## src/rtl/alu_pkg.sv

```systemverilog
// Shared definitions for the ALU issue stage and the ALU itself:
// op codes, RV64I major opcodes, funct7 patterns and the issue payload.
package alu_pkg;

  typedef enum logic [3:0] {
    ALU_ADD  = 4'h0,
    ALU_SUB  = 4'h1,
    ALU_AND  = 4'h2,
    ALU_OR   = 4'h3,
    ALU_XOR  = 4'h4,
    ALU_SLT  = 4'h5,
    ALU_SLTU = 4'h6,
    ALU_SLL  = 4'h7,
    ALU_SRL  = 4'h8,
    ALU_SRA  = 4'h9,
    ALU_ADDW = 4'hA,
    ALU_SUBW = 4'hB,
    ALU_SLLW = 4'hC,
    ALU_SRLW = 4'hD,
    ALU_SRAW = 4'hE
  } alu_op_e;

  localparam logic [6:0] OPC_OP        = 7'b0110011;
  localparam logic [6:0] OPC_OP_IMM    = 7'b0010011;
  localparam logic [6:0] OPC_OP_32     = 7'b0111011;
  localparam logic [6:0] OPC_OP_IMM_32 = 7'b0011011;
  localparam logic [6:0] OPC_LUI       = 7'b0110111;
  localparam logic [6:0] OPC_AUIPC     = 7'b0010111;

  localparam logic [6:0] F7_BASE = 7'b0000000;
  localparam logic [6:0] F7_ALT  = 7'b0100000;
  // RV64 immediate shifts steal inst[25] for shamt, so only 6 funct bits remain
  localparam logic [5:0] F6_BASE = 6'b000000;
  localparam logic [5:0] F6_ALT  = 6'b010000;

  // Decoded instruction as handed to the ALU
  typedef struct packed {
    alu_op_e     op;
    logic [63:0] a;
    logic [63:0] b;
    logic [4:0]  rd;
    logic        we;
    logic        illegal;
  } alu_req_t;

  // funct3 -> op for the base-encoding (funct7 = 0) register/immediate forms
  function automatic alu_op_e base_op(input logic [2:0] f3);
    case (f3)
      3'b000:  base_op = ALU_ADD;
      3'b001:  base_op = ALU_SLL;
      3'b010:  base_op = ALU_SLT;
      3'b011:  base_op = ALU_SLTU;
      3'b100:  base_op = ALU_XOR;
      3'b101:  base_op = ALU_SRL;
      3'b110:  base_op = ALU_OR;
      default: base_op = ALU_AND;
    endcase
  endfunction

endpackage

```

## src/rtl/alu_issue_decode.sv

```systemverilog
// Combinational RV64I integer decode: instruction + operands -> ALU request.
module alu_issue_decode
  import alu_pkg::*;
(
  input  logic [31:0] inst,
  input  logic [63:0] pc,
  input  logic [63:0] rs1_data,
  input  logic [63:0] rs2_data,
  output alu_req_t    req
);

  logic [6:0]  opc;
  logic [2:0]  f3;
  logic [6:0]  f7;
  logic [63:0] imm_i;
  logic [63:0] imm_u;
  logic [63:0] shamt6;
  logic [63:0] shamt5;
  logic        legal;
  alu_op_e     op;
  logic [63:0] a;
  logic [63:0] b;

  assign opc    = inst[6:0];
  assign f3     = inst[14:12];
  assign f7     = inst[31:25];
  assign imm_i  = {{52{inst[31]}}, inst[31:20]};
  assign imm_u  = {{32{inst[31]}}, inst[31:12], 12'b0};
  assign shamt6 = {58'b0, inst[25:20]};
  assign shamt5 = {59'b0, inst[24:20]};

  // Classify the opcode/funct combination and pick operands
  always_comb begin
    legal = 1'b0;
    op    = ALU_ADD;
    a     = '0;
    b     = '0;
    case (opc)
      OPC_OP: begin
        a = rs1_data;
        b = rs2_data;
        if (f7 == F7_BASE) begin
          legal = 1'b1;
          op    = base_op(f3);
        end else if (f7 == F7_ALT && f3 == 3'b000) begin
          legal = 1'b1;
          op    = ALU_SUB;
        end else if (f7 == F7_ALT && f3 == 3'b101) begin
          legal = 1'b1;
          op    = ALU_SRA;
        end
      end
      OPC_OP_IMM: begin
        a = rs1_data;
        case (f3)
          3'b001: begin
            b     = shamt6;
            op    = ALU_SLL;
            legal = (inst[31:26] == F6_BASE);
          end
          3'b101: begin
            b = shamt6;
            if (inst[31:26] == F6_BASE) begin
              legal = 1'b1;
              op    = ALU_SRL;
            end else if (inst[31:26] == F6_ALT) begin
              legal = 1'b1;
              op    = ALU_SRA;
            end
          end
          default: begin
            b     = imm_i;
            legal = 1'b1;
            op    = base_op(f3);
          end
        endcase
      end
      OPC_OP_32: begin
        a = rs1_data;
        b = rs2_data;
        case (f3)
          3'b000: begin
            legal = (f7 == F7_BASE) || (f7 == F7_ALT);
            op    = (f7 == F7_ALT) ? ALU_SUBW : ALU_ADDW;
          end
          3'b001: begin
            legal = (f7 == F7_BASE);
            op    = ALU_SLLW;
          end
          3'b101: begin
            legal = (f7 == F7_BASE) || (f7 == F7_ALT);
            op    = (f7 == F7_ALT) ? ALU_SRAW : ALU_SRLW;
          end
          default: legal = 1'b0;
        endcase
      end
      OPC_OP_IMM_32: begin
        a = rs1_data;
        case (f3)
          3'b000: begin
            legal = 1'b1;
            op    = ALU_ADDW;
            b     = imm_i;
          end
          3'b001: begin
            legal = (f7 == F7_BASE);
            op    = ALU_SLLW;
            b     = shamt5;
          end
          3'b101: begin
            legal = (f7 == F7_BASE) || (f7 == F7_ALT);
            op    = (f7 == F7_ALT) ? ALU_SRAW : ALU_SRLW;
            b     = shamt5;
          end
          default: legal = 1'b0;
        endcase
      end
      OPC_LUI: begin
        legal = 1'b1;
        b     = imm_u;
      end
      OPC_AUIPC: begin
        legal = 1'b1;
        a     = pc;
        b     = imm_u;
      end
      default: legal = 1'b0;
    endcase
  end

  // Illegal encodings still flow down the pipe, but with neutral operands
  always_comb begin
    req.op      = legal ? op : ALU_ADD;
    req.a       = legal ? a : '0;
    req.b       = legal ? b : '0;
    req.rd      = inst[11:7];
    req.we      = legal && (inst[11:7] != 5'd0);
    req.illegal = !legal;
  end

endmodule

```

## src/rtl/alu_issue_stage.sv

```systemverilog
// ALU issue stage: decode plus a single-entry valid/ready register with
// flush and an issued-instruction counter.
module alu_issue_stage
  import alu_pkg::*;
#(
  parameter int XLEN  = 64,
  parameter int CNT_W = 64
) (
  input  logic             clk,
  input  logic             rstn,
  input  logic             in_valid,
  output logic             in_ready,
  input  logic [31:0]      inst,
  input  logic [XLEN-1:0]  pc,
  input  logic [XLEN-1:0]  rs1_data,
  input  logic [XLEN-1:0]  rs2_data,
  input  logic             flush,
  output logic             out_valid,
  input  logic             out_ready,
  output logic [3:0]       out_alu_op,
  output logic [XLEN-1:0]  out_a,
  output logic [XLEN-1:0]  out_b,
  output logic [4:0]       out_rd,
  output logic             out_we,
  output logic             out_illegal,
  output logic [CNT_W-1:0] issued_cnt
);

  alu_req_t         dec_req;
  alu_req_t         req_q, req_d;
  logic             valid_q, valid_d;
  logic [CNT_W-1:0] cnt_q, cnt_d;
  logic             capture;
  logic             handoff;

  alu_issue_decode u_decode (
    .inst     (inst),
    .pc       (pc),
    .rs1_data (rs1_data),
    .rs2_data (rs2_data),
    .req      (dec_req)
  );

  assign in_ready = !valid_q || out_ready;
  assign capture  = in_valid && in_ready && !flush;
  assign handoff  = valid_q && out_ready;

  // Next state: flush wins, then capture (which also covers handoff+capture),
  // then a plain handoff drains the entry. Payload only moves on capture so
  // it holds stable under backpressure.
  always_comb begin
    req_d   = req_q;
    valid_d = valid_q;
    cnt_d   = cnt_q + {{(CNT_W-1){1'b0}}, handoff};
    if (flush) begin
      valid_d = 1'b0;
    end else if (capture) begin
      valid_d = 1'b1;
      req_d   = dec_req;
    end else if (handoff) begin
      valid_d = 1'b0;
    end
  end

  // Pipeline register and counter
  always_ff @(posedge clk or negedge rstn) begin
    if (!rstn) begin
      valid_q <= 1'b0;
      req_q   <= '0;
      cnt_q   <= '0;
    end else begin
      valid_q <= valid_d;
      req_q   <= req_d;
      cnt_q   <= cnt_d;
    end
  end

  assign out_valid   = valid_q;
  assign out_alu_op  = req_q.op;
  assign out_a       = req_q.a;
  assign out_b       = req_q.b;
  assign out_rd      = req_q.rd;
  assign out_we      = req_q.we;
  assign out_illegal = req_q.illegal;
  assign issued_cnt  = cnt_q;

endmodule

```

## config.mk

```make
export PLATFORM = sky130hd
export DESIGN_NAME = alu_issue_stage
export DESIGN_NICKNAME = d
export VERILOG_FILES = /design/src/rtl/alu_pkg.sv /design/src/rtl/alu_issue_decode.sv /design/src/rtl/alu_issue_stage.sv
export SDC_FILE = /design/constraint.sdc
export NUM_CORES = 1
export LEC_CHECK = 0
export ABC_AREA = 1
export CAP_MARGIN = 20
export CORE_MARGIN = 10
export CORE_UTILIZATION = 46
export CTS_BUF_LIST = sky130_fd_sc_hd__clkbuf_4
export DETAILED_ROUTE_END_ITERATION = 10
export PLACE_DENSITY = 0.82
export SYNTH_ARGS = -nofsm -noshare
export SYNTH_HDL_FRONTEND = slang
export SYNTH_SLANG_ARGS = --single-unit
export TNS_END_PERCENT = 5
```

## constraint.sdc

```tcl
create_clock -name clk -period 2.75 [get_ports clk]
set_input_delay 0.275 -clock clk [delete_from_list [all_inputs] [get_ports clk]]
set_output_delay 0.275 -clock clk [all_outputs]
set_load 0.03 [all_outputs]
```

# After elaboration in Yosys (flattened, before gate mapping)
# Index checks and enable logic that the tools add are counted.
# Widths: inputs -> output; s select.
[totals] regBits=204 out_inout_bits=205 word_cells=78
[classes] addsub=1 n_eq_ne=14 n_mux=32 n_bitwise=1 n_reduce_logical=22
[ops] op="$pmux 64 s2" count=2
[ops] op="$pmux 64 s4" count=1
[ops] op="$mux 64" count=3
[ops] op="$add 64x1->64" count=1
[ops] op="$eq 7x6->1 const B" count=4
[ops] op="$pmux 4 s7" count=1
[ops] op="$mux 4" count=6
[ops] op="$pmux 4 s3" count=2
[ops] op="$eq 7x5->1 const B" count=3
[ops] op="$pmux 4 s4" count=1
[ops] op="$pmux 3 s5" count=1
[ops] op="$eq 3x3->1 const B" count=3
[ops] op="$mux 1" count=9
[ops] op="$pmux 4 s2" count=1
[ops] op="$reduce_or 2->1" count=4
[ops] op="$logic_not 7->1" count=1
[ops] op="$eq 3x2->1 const B" count=2
[ops] op="$eq 6x5->1 const B" count=1
[ops] op="$logic_and 1x1->1" count=6
[ops] op="$logic_not 6->1" count=1
[ops] op="$pmux 1 s5" count=1
[ops] op="$reduce_bool 5->1" count=1
[ops] op="$pmux 1 s2" count=2
[ops] op="$reduce_or 4->1" count=1
[ops] op="other kinds (9)" count=12

# Logic depth before layout (Yosys ltp)
# Gate-level depths: netlist of the first run.
[logic_depth] word_depth=7 ltp_mapped=14

# Modules after synthesis
# From an unflattened synthesis of the first run, not the netlist that was laid out.
[hier_totals] hier_cells=1602 area_unflattened_um2=12764.7
[by_module_without_submodules] mod="alu_issue_stage" n_inst=1 cells_per_inst=821 area_per_inst_um2=8883.5 seq_area_each_um2=5104.9
[by_module_without_submodules] mod="alu_issue_decode" n_inst=1 cells_per_inst=781 area_per_inst_um2=3881.2 seq_area_each_um2=0.0

# Worst setup path after synthesis of the first run
# OpenSTA, ideal clock, no wires.
[synth_timing] kind="reg2reg" startpoint="register valid_q, in the netlist out_valid" endpoint="register cnt_q[62], in the netlist issued_cnt[62]" arrival_ns=2.287 t_required_ns=2.670 slack_ns=0.382 stages_incl_launch_ff=14 path_buffers=0 synth_period_minus_slack_ns=2.368 path_cell_list="dfrtp_1 > nand2_1 > inv_1 > ha_1 > ha_1 > inv_1 > nor2_4 > inv_1 > nor2_1 > inv_1 > nor2_1 > nand2_1 > nor3_1 > xor2_1"
[synth_between] elab_chain_cells=2
[synth_lines] element="start, declared" line="alu_issue_stage.sv:31" source="logic valid_q, valid_d;"
[synth_lines] element="start signal, assigned" line="alu_issue_stage.sv:72" source="valid_q <= valid_d;"
[synth_lines] element="$logic_and 1x1->1" line="alu_issue_stage.sv:46" source="assign handoff = valid_q && out_ready;"
[synth_lines] element="$add 64x1->64" line="alu_issue_stage.sv:54" source="cnt_d = cnt_q + {{(CNT_W-1){1'b0}}, handoff};"
[synth_lines] element="named net cnt_d[62]" line="alu_issue_stage.sv:32" source="logic [CNT_W-1:0] cnt_q, cnt_d;"
[synth_lines] element="end signal, assigned" line="alu_issue_stage.sv:74" source="cnt_q <= cnt_d;"
[synth_lines] element="end, declared" line="alu_issue_stage.sv:32"
# The timed path passes the listed nets, and every way through them passes these cells.
# A chain may end at the register's enable or synchronous reset.

# Worst setup path in the final report of the first run
[layout_timing] startpoint="register valid_q, in the netlist out_valid" endpoint="output port in_ready"
[layout_between] elab_chain_cells=2
[layout_lines] element="$logic_not 1->1" line="alu_issue_stage.sv:44" source="assign in_ready = !valid_q || out_ready;"
[layout_lines] element="$logic_or 1x1->1" line="alu_issue_stage.sv:44"
[layout_lines] element="end, declared" line="alu_issue_stage.sv:12" source="output logic in_ready,"
# Every way passes these cells.

==> run_results.csv, run 1 <==
group,metric,value,unit
run_status,outcome,"finished clean",
critical_path,cp-start-kind,"flop",
synth,synth_area_per_cell,6.872,µm²
min_path,hold_class,"in2async",
sta,hold_viol,0,
critical_path,critPathMaxFanout,3,
detailed_routing,viasPerCell,5.130,
cells_and_area,drive_above_1_share,6.314,%
critical_path,worstSetupPathType,"reg2out",
synth,ys.flop_type,"dfrtp_1",
grt,antenna_found_initial,7,
floorplanning,rows,57,
power,peakVddDrop,348.4,µV
sta,finClkSkew,0.02402,ns
synth,synth_edf_count,0,
detailed_routing,drtAntennaViolNets,0,
floorplanning,initial_core_util,46.99,%
synth,netlist_instances,1668,
sta,setup_violations,0,
cells_and_area,regArea,0.005105,mm²
run,max_cap_violations,0,
placement,place_hpwl,35.11,mm
clock_tree,clock-root-buffer,"clkbuf_4",
detailed_routing,drtPass1Iterations,5,
synth,synth_top_area_cell,"dfrtp_1",
detailed_routing,dr_total_vias,12753,
synth,syn_nets,1899,
floorplanning,die_w,177.9,µm
synth,yosysSeqAreaShare,44.54,%
critical_path,arrival,2.05,ns
floorplanning,die_area,0.03163,mm²
critical_path,crit_required,2.48,ns
grt,grt-ovfl-total,0,
sta,relSlewSlack,52.70,%
sta,fin_crit_sh,84.61,%
cells_and_area,nNetsFinal,2346,
power,p_per_area,390.3,mW/mm²
floorplanning,die_y,177.9,µm
detailed_routing,drc_errors,0,
placement,io_buffers,433,
clock_tree,cts_max_path_buffers,3,
synth,synth.area.top_cells,"dfrtp_1, nand2_1, nand3_1",
clock_tree,clk_latency,0.69,ns
synth,yosys.cell_types.count,36,
critical_path,crit_path_max_incr_delay,0.61,ns
clock_tree,post_cts_resized,0,
sta,worst_pin_slew,0.7021,ns
grt,grt_pass1_vias,12606,
placement,gp_congestion,1.006,
grt,grt_usage,27.83,%
grt,grt_max_degree,86,
sta,period_minus_slack,2.327,ns
critical_path,worstSetupEndpointType,"output pin",
sta,fmax,0.4298,GHz
cells_and_area,fin_util,69.65,%
synth,netlist_area,0.01146,mm²
clock_tree,post-cts-setup-buffers,0,
sta,finalMaxSlewViolations,0,
critical_path,r2r_setup_slack,0.61,ns
synth,yosysMostFrequentCell,"nand2_1",
sta,rsz0062_at_grt,"no",
placement,place_inst,2380,
power,leakagePower,8.465,nW
clock_tree,cts_buffers,56,
floorplanning,ios,434,
cells_and_area,fin_cells,2486,
critical_path,cp_cell_sequence,"inv_1, nor2_1, inv_1, clkdlybuf4s50_1",
detailed_routing,wl,45.30,mm
clock_tree,clkSinkCount,204,
sta,tns,0,ns
clock_tree,clk_pin_slew,0.08,ns
detailed_routing,drt_first_iter_violations,963,
cells_and_area,multi_input_area,0.005683,mm²
clock_tree,cts_max_level,2,
synth,synth_top_area_share,44.54,%
floorplanning,coreArea,0.02439,mm²
critical_path,crit_top_cell,"inv_1",
synth,synthArstFlopShare,100.0,%
synth,ys_seq_elements,204,
synth,synthTopCellsByCount,"nand2_1, dfrtp_1, nor2_1",
synth,yosys_warnings,0,
critical_path,crit_path_top_delay_cell,"clkdlybuf4s50_1",
detailed_routing,wl_per_cell,18.22,µm
cells_and_area,syn_to_final_growth,48.22,%
grt,grt_pass1_wl,69.82,mm
clock_tree,cts_tree,"done",
cells_and_area,num-fill-cells,2093,
-- cell usage in the layout, fill, tap and decap left out, drive strengths merged --
cell type and instances:
a21boi 1, a21oi 12, a31oi 1, and2 14, and3b 1, buf 31
clkbuf 82, clkdlybuf4s50 432, clkinv 15, clkinvlp 2, dfrtp 204, diode 8
dlygate4sd3 1, ha 2, inv 88, nand2 800, nand3 139, nand4 31
nor2 183, nor3 33, nor4 3, o21ai 17, o21bai 1, o31ai 1
xnor2 19, xor2 41
-- worst max-delay path, delay by kind of cell, from the launching register on --
| family | cells | cell delay, ns |
|---|---|---|
| buffers and inverters | 3 | 0.78 |
| AND/OR/NAND/NOR | 1 | 0.22 |
| flip-flops | 1 | 0.37 |
-- final timing paths --
path | to | depth (start not counted) | from
setup / recovery | in_ready | 4 | out_valid
hold reg to reg | issued_cnt[63] | 1 | issued_cnt[63]
max in group asynchronous | out_alu_op[0] | 3 | rstn
hold / removal | out_b[47] | 2 | rstn
setup reg to reg | issued_cnt[62] | 13 | out_valid
min in group clk | out_rd[1] | 3 | inst[8]
-- timing repair --
action / 4_1_cts / 5_1_grt
hold endpoints to repair: 76 / 0
hold buffers: 1 / 0
setup endpoints to repair: 0 / 0
-- power by group --
part | leakage [nW] | internal (mW) | switching [mW]
clock | 0.398 | 1.34 | 1.30
combinational | 5.31 | 0.448 | 0.434
sequential | 2.75 | 3.05 | 0.0531
-- per-stage QoR --
stage	cell area, µm²	power, mW	hold slack (ns)	setup WS, ns
5_1_grt	16990	6.938	0.1069	0.3181
2_1_floorplan	11460	3.436	-0.02059	0.3823
3_5_place_dp	16280	4.043	0.2814	0.2716
6_report	16990	6.631	0.08252	0.4231
4_1_cts	16970	6.707	0.06562	0.3551
3_3_place_gp	16280	4.036	0.2747	0.2961
-- kinds of logic (layout without fill, tap and decap cells) --
group	count (synthesis)	count (layout)	share of synthesized area, %
AO/OA/AOI/OAI	33	33	1.583
XOR/XNOR	60	60	4.585
adder cells (fa/ha/maj)	2	2	0.2183
buffers and inverters	165	651	6.004
flip-flops	204	204	44.54
other	0	8	0
AND/OR/NAND/NOR	1204	1204	43.07
-- per-layer routing --
metal | up-vias | global-route usage [%] | wire (µm)
li1 | 6131 | - | -
met1 | 5881 | 31.93 | 17020
met3 | 135 | 8.415 | 4142
met5 | - | 0 | 0
met2 | 606 | 46.08 | 21950
met4 | 0 | 14.52 | 2189
-- flip-flops by register name (all words and copies together), names as in the netlist --
register	flops
out_alu_op	4
out_valid	1
out_a	64
out_rd	5
out_illegal	1
out_b	64
issued_cnt	64
out_we	1
-- cell type report --
| type | instances | share of cell area, % |
|---|---|---|
| antenna | 8 | 0.1178 |
| clock buffer | 81 | 3.579 |
| clock inverter | 16 | 0.4272 |
| inverter | 89 | 1.996 |
| multi-input combinational | 1299 | 33.45 |
| sequential | 204 | 30.05 |
| tap | 324 | 2.386 |
| timing repair buffer | 465 | 27.99 |
Power figures use the tool's default switching activity.
==> inputs of run 2 (changes only) <==
--- a/config.mk
+++ b/config.mk
@@ -8,10 +8,10 @@
 export ABC_AREA = 1
 export CAP_MARGIN = 20
 export CORE_MARGIN = 10
-export CORE_UTILIZATION = 46
+export CORE_UTILIZATION = 42
 export CTS_BUF_LIST = sky130_fd_sc_hd__clkbuf_4
 export DETAILED_ROUTE_END_ITERATION = 10
-export PLACE_DENSITY = 0.82
+export PLACE_DENSITY = 0.79
 export SYNTH_ARGS = -nofsm -noshare
 export SYNTH_HDL_FRONTEND = slang
 export SYNTH_SLANG_ARGS = --single-unit
==> constraint.sdc (replaced) <==
create_clock -name clk -period 2.1 [get_ports clk]
set_input_delay 0.21 -clock clk [delete_from_list [all_inputs] [get_ports clk]]
set_output_delay 0.21 -clock clk [all_outputs]
set_load 0.03 [all_outputs]
==> run_results.csv, run 2 (synthesized netlist as in run 1, its figures left out) <==
group,metric,value,unit
power,peakVddDrop,328.8,µV
run,max_cap_violations,0,
critical_path,worstSetupPathType,"reg2out",
cells_and_area,multi_input_area,0.005708,mm²
detailed_routing,drc_errors,0,
critical_path,worstSetupEndpointType,"output pin",
clock_tree,clkSinkCount,204,
critical_path,crit_required,1.89,ns
critical_path,r2r_setup_slack,0.21,ns
cells_and_area,nNetsFinal,2448,
sta,relSlewSlack,59.09,%
detailed_routing,drtAntennaViolNets,0,
critical_path,crit_path_max_incr_delay,0.72,ns
cells_and_area,fin_cells,2606,
floorplanning,die_area,0.03430,mm²
sta,hold_viol,0,
detailed_routing,dr_total_vias,13140,
critical_path,path_delay_family,"buffers and inverters",
clock_tree,cts_max_level,2,
critical_path,critPathBufInv,1,
sta,worst_pin_slew,0.6136,ns
floorplanning,rows,60,
detailed_routing,wl,46.97,mm
cells_and_area,regArea,0.005107,mm²
clock_tree,clock-root-buffer,"clkbuf_4",
sta,rsz0062_at_grt,"no",
grt,grt_pass1_vias,13188,
critical_path,r2r_cells,11,
floorplanning,die_y,185.2,µm
detailed_routing,drt_first_iter_violations,938,
clock_tree,cts_buffers,57,
placement,gp_congestion,0.9987,
critical_path,cp-start-kind,"flop",
sta,finalMaxSlewViolations,0,
cells_and_area,layout_common_cells,"nand2_1, clkdlybuf4s50_1, dfrtp_1, nor2_1, nand3_1",
sta,fin_crit_sh,97.50,%
sta,period_minus_slack,2.048,ns
grt,antenna_found_initial,5,
grt,grt_pass1_wl,72.27,mm
power,finalPower,8.935,mW
grt,grt-ovfl-total,0,
placement,place_inst,2498,
min_path,hold_class,"in2async",
run_status,outcome,"finished clean",
cells_and_area,drive_above_1_share,10.97,%
sta,finClkSkew,0.04903,ns
cells_and_area,num-fill-cells,2389,
cells_and_area,layout_commonest_cell,"nand2_1",
floorplanning,die_w,185.2,µm
critical_path,rr_startpoint,"out_valid",
placement,io_buffers,433,
critical_path,cp_cell_sequence,"clkdlybuf4s50_1",
detailed_routing,wl_per_cell,18.02,µm
power,leakagePower,9.272,nW
sta,fmax,0.4884,GHz
grt,grt_max_degree,68,
floorplanning,ios,434,
critical_path,critPathMaxFanout,4,
floorplanning,coreArea,0.02688,mm²
critical_path,crit_path_top_delay_cell,"clkdlybuf4s50_1",
detailed_routing,viasPerCell,5.042,
clock_tree,cts_tree,"done",
clock_tree,clk_latency,0.67,ns
cells_and_area,fin_area,0.01787,mm²
grt,grt_usage,26.72,%
sta,setup_violations,0,
placement,place_hpwl,37.10,mm
sta,timing.hold.ws,0.1357,ns
critical_path,regToRegEndpoint,"issued_cnt[16]",
floorplanning,initial_core_util,42.65,%
cells_and_area,syn_to_final_growth,55.92,%
clock_tree,clk_pin_slew,0.07,ns
critical_path,arrival,1.84,ns
detailed_routing,drtPass1Iterations,5,
placement,placed_area,0.01715,mm²
power,p_per_area,500.0,mW/mm²
clock_tree,cts_max_path_buffers,3,
## run 2: metrics by stage
stage / util [%] / setup slack (ns) / setup TNS (ns)
6_report: 66.50 / 0.05241 / 0
5_1_grt: 66.50 / 0.001105 / 0
2_1_floorplan: - / 0.008815 / 0
3_5_place_dp: 63.80 / -0.1538 / -13.31
4_1_cts: 66.36 / 0.003940 / 0
3_3_place_gp: 63.80 / -0.1056 / -7.900
## run 2: report_power, final
group	switching, mW	total [mW]	internal [mW]
clock	1.74	3.60	1.86
sequential	0.0816	4.08	4.00
combinational	0.602	1.26	0.658
## run 2: area by class of cell
type	count	area share [%]
inverter	89	1.897
antenna	5	0.07001
clock inverter	16	0.3360
clock buffer	86	3.612
tap	341	2.387
multi-input combinational	1299	31.94
timing repair buffer	566	31.18
sequential	204	28.58
## run 2: timing repair
item	4_1_cts	5_1_grt
endpoints found under the setup margin	23	10
endpoints found under the hold margin	118	0
gates cloned	0	0
hold buffers	1	0
resized for setup	23	10
setup buffers	0	0
## run 2: layer usage
metal / vias to the layer above / track usage [%] / share of wire, %
met5: - / 0 / 0
met4: 0 / 12.35 / 4.2
met3: 115 / 7.269 / 8.6
met2: 591 / 45.50 / 49
met1: 6101 / 30.59 / 38
li1: 6333 / - / -
## run 2: how the worst max path moves through the flow
stage	start	cells past startpoint	endpoint
final	issued_cnt[17]	1	issued_cnt[17]
after global routing	out_alu_op[2]	1	out_alu_op[2]
after CTS	issued_cnt[4]	1	issued_cnt[4]
after detailed placement	inst[0]	13	out_b[14]
after global placement	inst[0]	14	out_a[0]
after floorplan	out_valid	13	issued_cnt[62]
==> edit 1 (flow settings as in run 2) <==
Put one more register stage on the output `issued_cnt`. The value now appears one clock later. The other outputs are not delayed to match.
--- a/src/rtl/alu_issue_stage.sv
+++ b/src/rtl/alu_issue_stage.sv
@@ -84,3 +84,5 @@
   assign out_illegal = req_q.illegal;
-  assign issued_cnt  = cnt_q;
+  always_ff @(posedge clk) begin
+    issued_cnt <= cnt_q;
+  end
 
Behaviour: not the same (Yosys sat finds a counterexample within 4 cycles, from zero or initial values and one cycle with rstn low).
==> edit 1 against run 2 <==
  * Die area grew 11%
  * Sequential cell count grew 64
  * Register-to-register slack lost 70 ps
  * Cell area grew 9.6%
  * Setup slack gained 10 ps
  * Count of clock-buffer cells in the layout grew 24
  * Clock power grew 41%
  * Area after synthesis grew 12%
  * Cell count grew 6.4%
  * Global-route usage grew 0.90 points
  * Combinational power grew 6%
  * Wire length grew 15%
  * Power grew 31%
==> edit 1: results (changes against run 2) <==
Outcome
  – Outcome: finished, final reports clean

Logic synthesis
  – Ys async rst share: 0.761 (-0.239)
  – Syn_nets: 1,981 (+4.3%)
  – Synth unique cells: 37 (+2.8%)
  – Post-Syn Instances: 1,750 (+4.9%)
  – Synth Area in XOR/XNOR: 0.0410 (-0.00486)
  – Post-synth top cells: 817 x nand2_1, 204 x dfrtp_1, 192 x nor2_1, 122 x nand3_1, 90 x inv_1
  – Adder-cell share of the synthesized area: 0.00195 (-0.000231)

Timing
  – Fin Hold WS: 43.4 ps (-92.3 ps)
  – Slew Limit Headroom: 0.674 (+0.0832)
  – Share of the clock period used by the worst path: 0.970 (-0.00484)

Drt
  – DR vias/cell: 4.97 (-1.5%)
  – WL/cell: 19.5 microns (+8.2%)
  – DR WL met3: 5090 microns (+26%)
  – DR iter-0 viols: 1,155 (+23%)
  – Met2 wire len: 26,500 microns (+15%)
  – Met1 wire length: 20,400 microns (+14%)

Power and ir drop
  – Flop+latch power: 5.32 mW (+30%)
  – Peak supply drop: 0.406 mV (+24%)
  – Comb power frac: 0.114 (-0.027)
  – Pleak: 9.93 nW (+7.1%)
  – NetSw: 3.01 mW (+24%)
  – Power Dens Cells: 598 mW/mm^2 (+20%)

Setup path
  – R2R depth: 6 (-5)
  – Worst R2R Setup Slack: 140 ps (-70 ps)
  – Maximum fanout along the worst path: 2 (-2)

Cells and area
  – Non-clk invs: 100 (+12%)
  – Clkbuf count: 110 (+28%)
  – Diodes inserted: 8 (+3)
  – Layout cells sized above 1: 0.120 (+0.0107)
  – Data buffer area share: 0.287 (-0.0246)
  – Multi-input gate area: 0.00570 sq mm (-0.11%)
  – Filler Cell Count: 2,625 (+9.9%)
  – Nets@finish: 2,554 (+4.3%)

Placement
  – DPL Wire Length: 42,200 microns (+14%)
  – RePlAce Congestion: 0.969 (-2.9%)
  – Dpl cell area: 0.0186 sq mm (+8.3%)
  – Placement Setup Slack: -222 ps (-68.3 ps)

Clock tree
  – H-tree Lvls: 3 (+1)
  – Worst-Skew Late Latency: 700 ps (+30 ps)
  – CTS Buf Count: 74 (+30%)

Global route
  – GR met1 Demand/Resource: 0.314 (+0.00815)
  – First-pass GRT wire length: 82,800 microns (+15%)
  – Vias in the first global route: 14,100 (+6.8%)
-- edit 1: cell types whose count changed in the layout (fill, tap and decap cells not counted), moves of 5 or more --
cell             before  now
dfxtp_1               0   64
clkdlybuf4s50_1     399  426
clkbuf_4             86  110
dlygate4sd2_1        23    4
nand2_1             799  817
nand3_1             137  121
nor2_1              177  190
inv_1                81   90
and2_1               14    6
dlymetal6s2s_1       10    2
o21ai_0              15   22
a21oi_1              11    6
-- edit 1: what timing repair did --
item / CTS / global route
hold buffers: 1 / 0
resized for setup: 4 / 4
setup endpoints to repair: 4 / 9
endpoints found under the hold margin: 204 / 0
-- edit 1: path summary, 6_finish.rpt --
path,from,to
min in group clk,inst[7],out_rd[0]
max in group asynchronous,rstn,out_b[30]
worst min-delay path,rstn,out_b[17]
worst max-delay path,out_a[7],out_a[7]
worst min register to register,cnt_q[0],issued_cnt[0]
worst max register to register,cnt_q[16],cnt_q[17]
==> edit 2 (settings of run 2) <==
Without the edit above. `CNT_W`: 64 -> 96.
--- a/src/rtl/alu_issue_stage.sv
+++ b/src/rtl/alu_issue_stage.sv
@@ -6,3 +6,3 @@
   parameter int XLEN  = 64,
-  parameter int CNT_W = 64
+  parameter int CNT_W = 96
 ) (
Ports: changed (resized issued_cnt); port bits go from 434 to 466. No check against the original RTL was run, so the function may have changed too.
==> edit 2 against run 2 <==
  * Cell area up 15%
  * Critical endpoint is now out_alu_op[1]
  * Clock skew down 9.7 ps
  * Maximum frequency up 0.83%
  * Area after synthesis up 18%
  * Sequential cell count up 32
  * Wire length up 35%
  * Sequential power up 15%
  * Power up 20%
  * Setup slack better by 17 ps
==> edit 2: results (changes against run 2) <==
Global route
  – GR met1 Demand/Resource: 0.358 (+0.0524)
  – First-pass GRT wire length: 93,900 microns (+30%)
  – Largest net degree at the start of global routing: 74 (+8.8%)
  – Met2 GRT Util: 0.526 (+0.0708)
  – Met3 usage: 0.0912 (+0.0185)

Drt
  – DR iter-0 viols: 1,205 (+28%)
  – Top sig layer: met5
  – DR WL met3: 5890 microns (+46%)
  – DR vias/cell: 5.17 (+2.4%)
  – Met2 wire len: 30,700 microns (+33%)
  – Met1 wire length: 23,900 microns (+34%)

Setup path
  – Worst R2R Setup Slack: 130 ps (-80 ps)
  – Maximum fanout along the worst path: 2 (-2)
  – Capturing point of the worst reg2reg path: issued_cnt[64]

Placement
  – DPL Wire Length: 50,800 microns (+37%)
  – PortBufs: 465 (+7.4%)
  – Placement Setup Slack: -348 ps (-194 ps)
  – Dpl cell area: 0.0196 sq mm (+15%)

Logic synthesis
  – Adder-cell share of the synthesized area: 0.00186 (-0.000327)
  – Compound-Gate Fraction of Synth Area: 0.0253 (+0.00942)
  – Syn_nets: 2,190 (+15%)
  – Post-synthesis sequential area ratio: 0.438 (-0.00719)
  – Synth Area in XOR/XNOR: 0.0487 (+0.00289)
  – Synth unique cells: 34 (-5.6%)

Timing
  – Clk_skew: 39.4 ps (-9.66 ps)
  – Slew Limit Headroom: 0.610 (+0.0188)

Power and ir drop
  – Pleak: 10.5 nW (+13%)

Cells and area
  – Nets@finish: 2,814 (+15%)
  – Layout cells sized above 1: 0.114 (+0.00471)

Outcome
  – Outcome: finished, final reports clean

Clock tree
  – Worst-Skew Late Latency: 710 ps (+40 ps)
[edit 2: power by group]
part | switching, mW | leakage [nW] | internal (mW)
logic | 0.659 | 6.81 | 0.623
clock network | 2.18 | 0.534 | 2.60
registers | 0.0872 | 3.17 | 4.61
total | 2.92 | 10.5 | 7.83
[edit 2: area by class of cell]
class                           count  area (sq um)
Clock buffer                      102           766
Fill cell                        2827         11100
Tap cell                          402           503
Timing Repair Buffer              624          5950
Inverter                          120           455
Multi-Input combinational cell   1530          6790
Sequential cell                   236          5910
Antenna cell                        7          17.5
Clock inverter                     18           163
[edit 2: worst max path at each step]
| stage | end | slack [ps] | depth (start not counted) |
|---|---|---|---|
| finish | out_alu_op[1] | 70 | 1 |
| floorplan | issued_cnt[44] | 0.8 | 13 |
| global route | issued_cnt[2] | 0.004 | 1 |
| global placement | issued_cnt[87] | -270 | 15 |
| detailed placement | issued_cnt[64] | -350 | 13 |
| CTS | issued_cnt[63] | 4 | 2 |
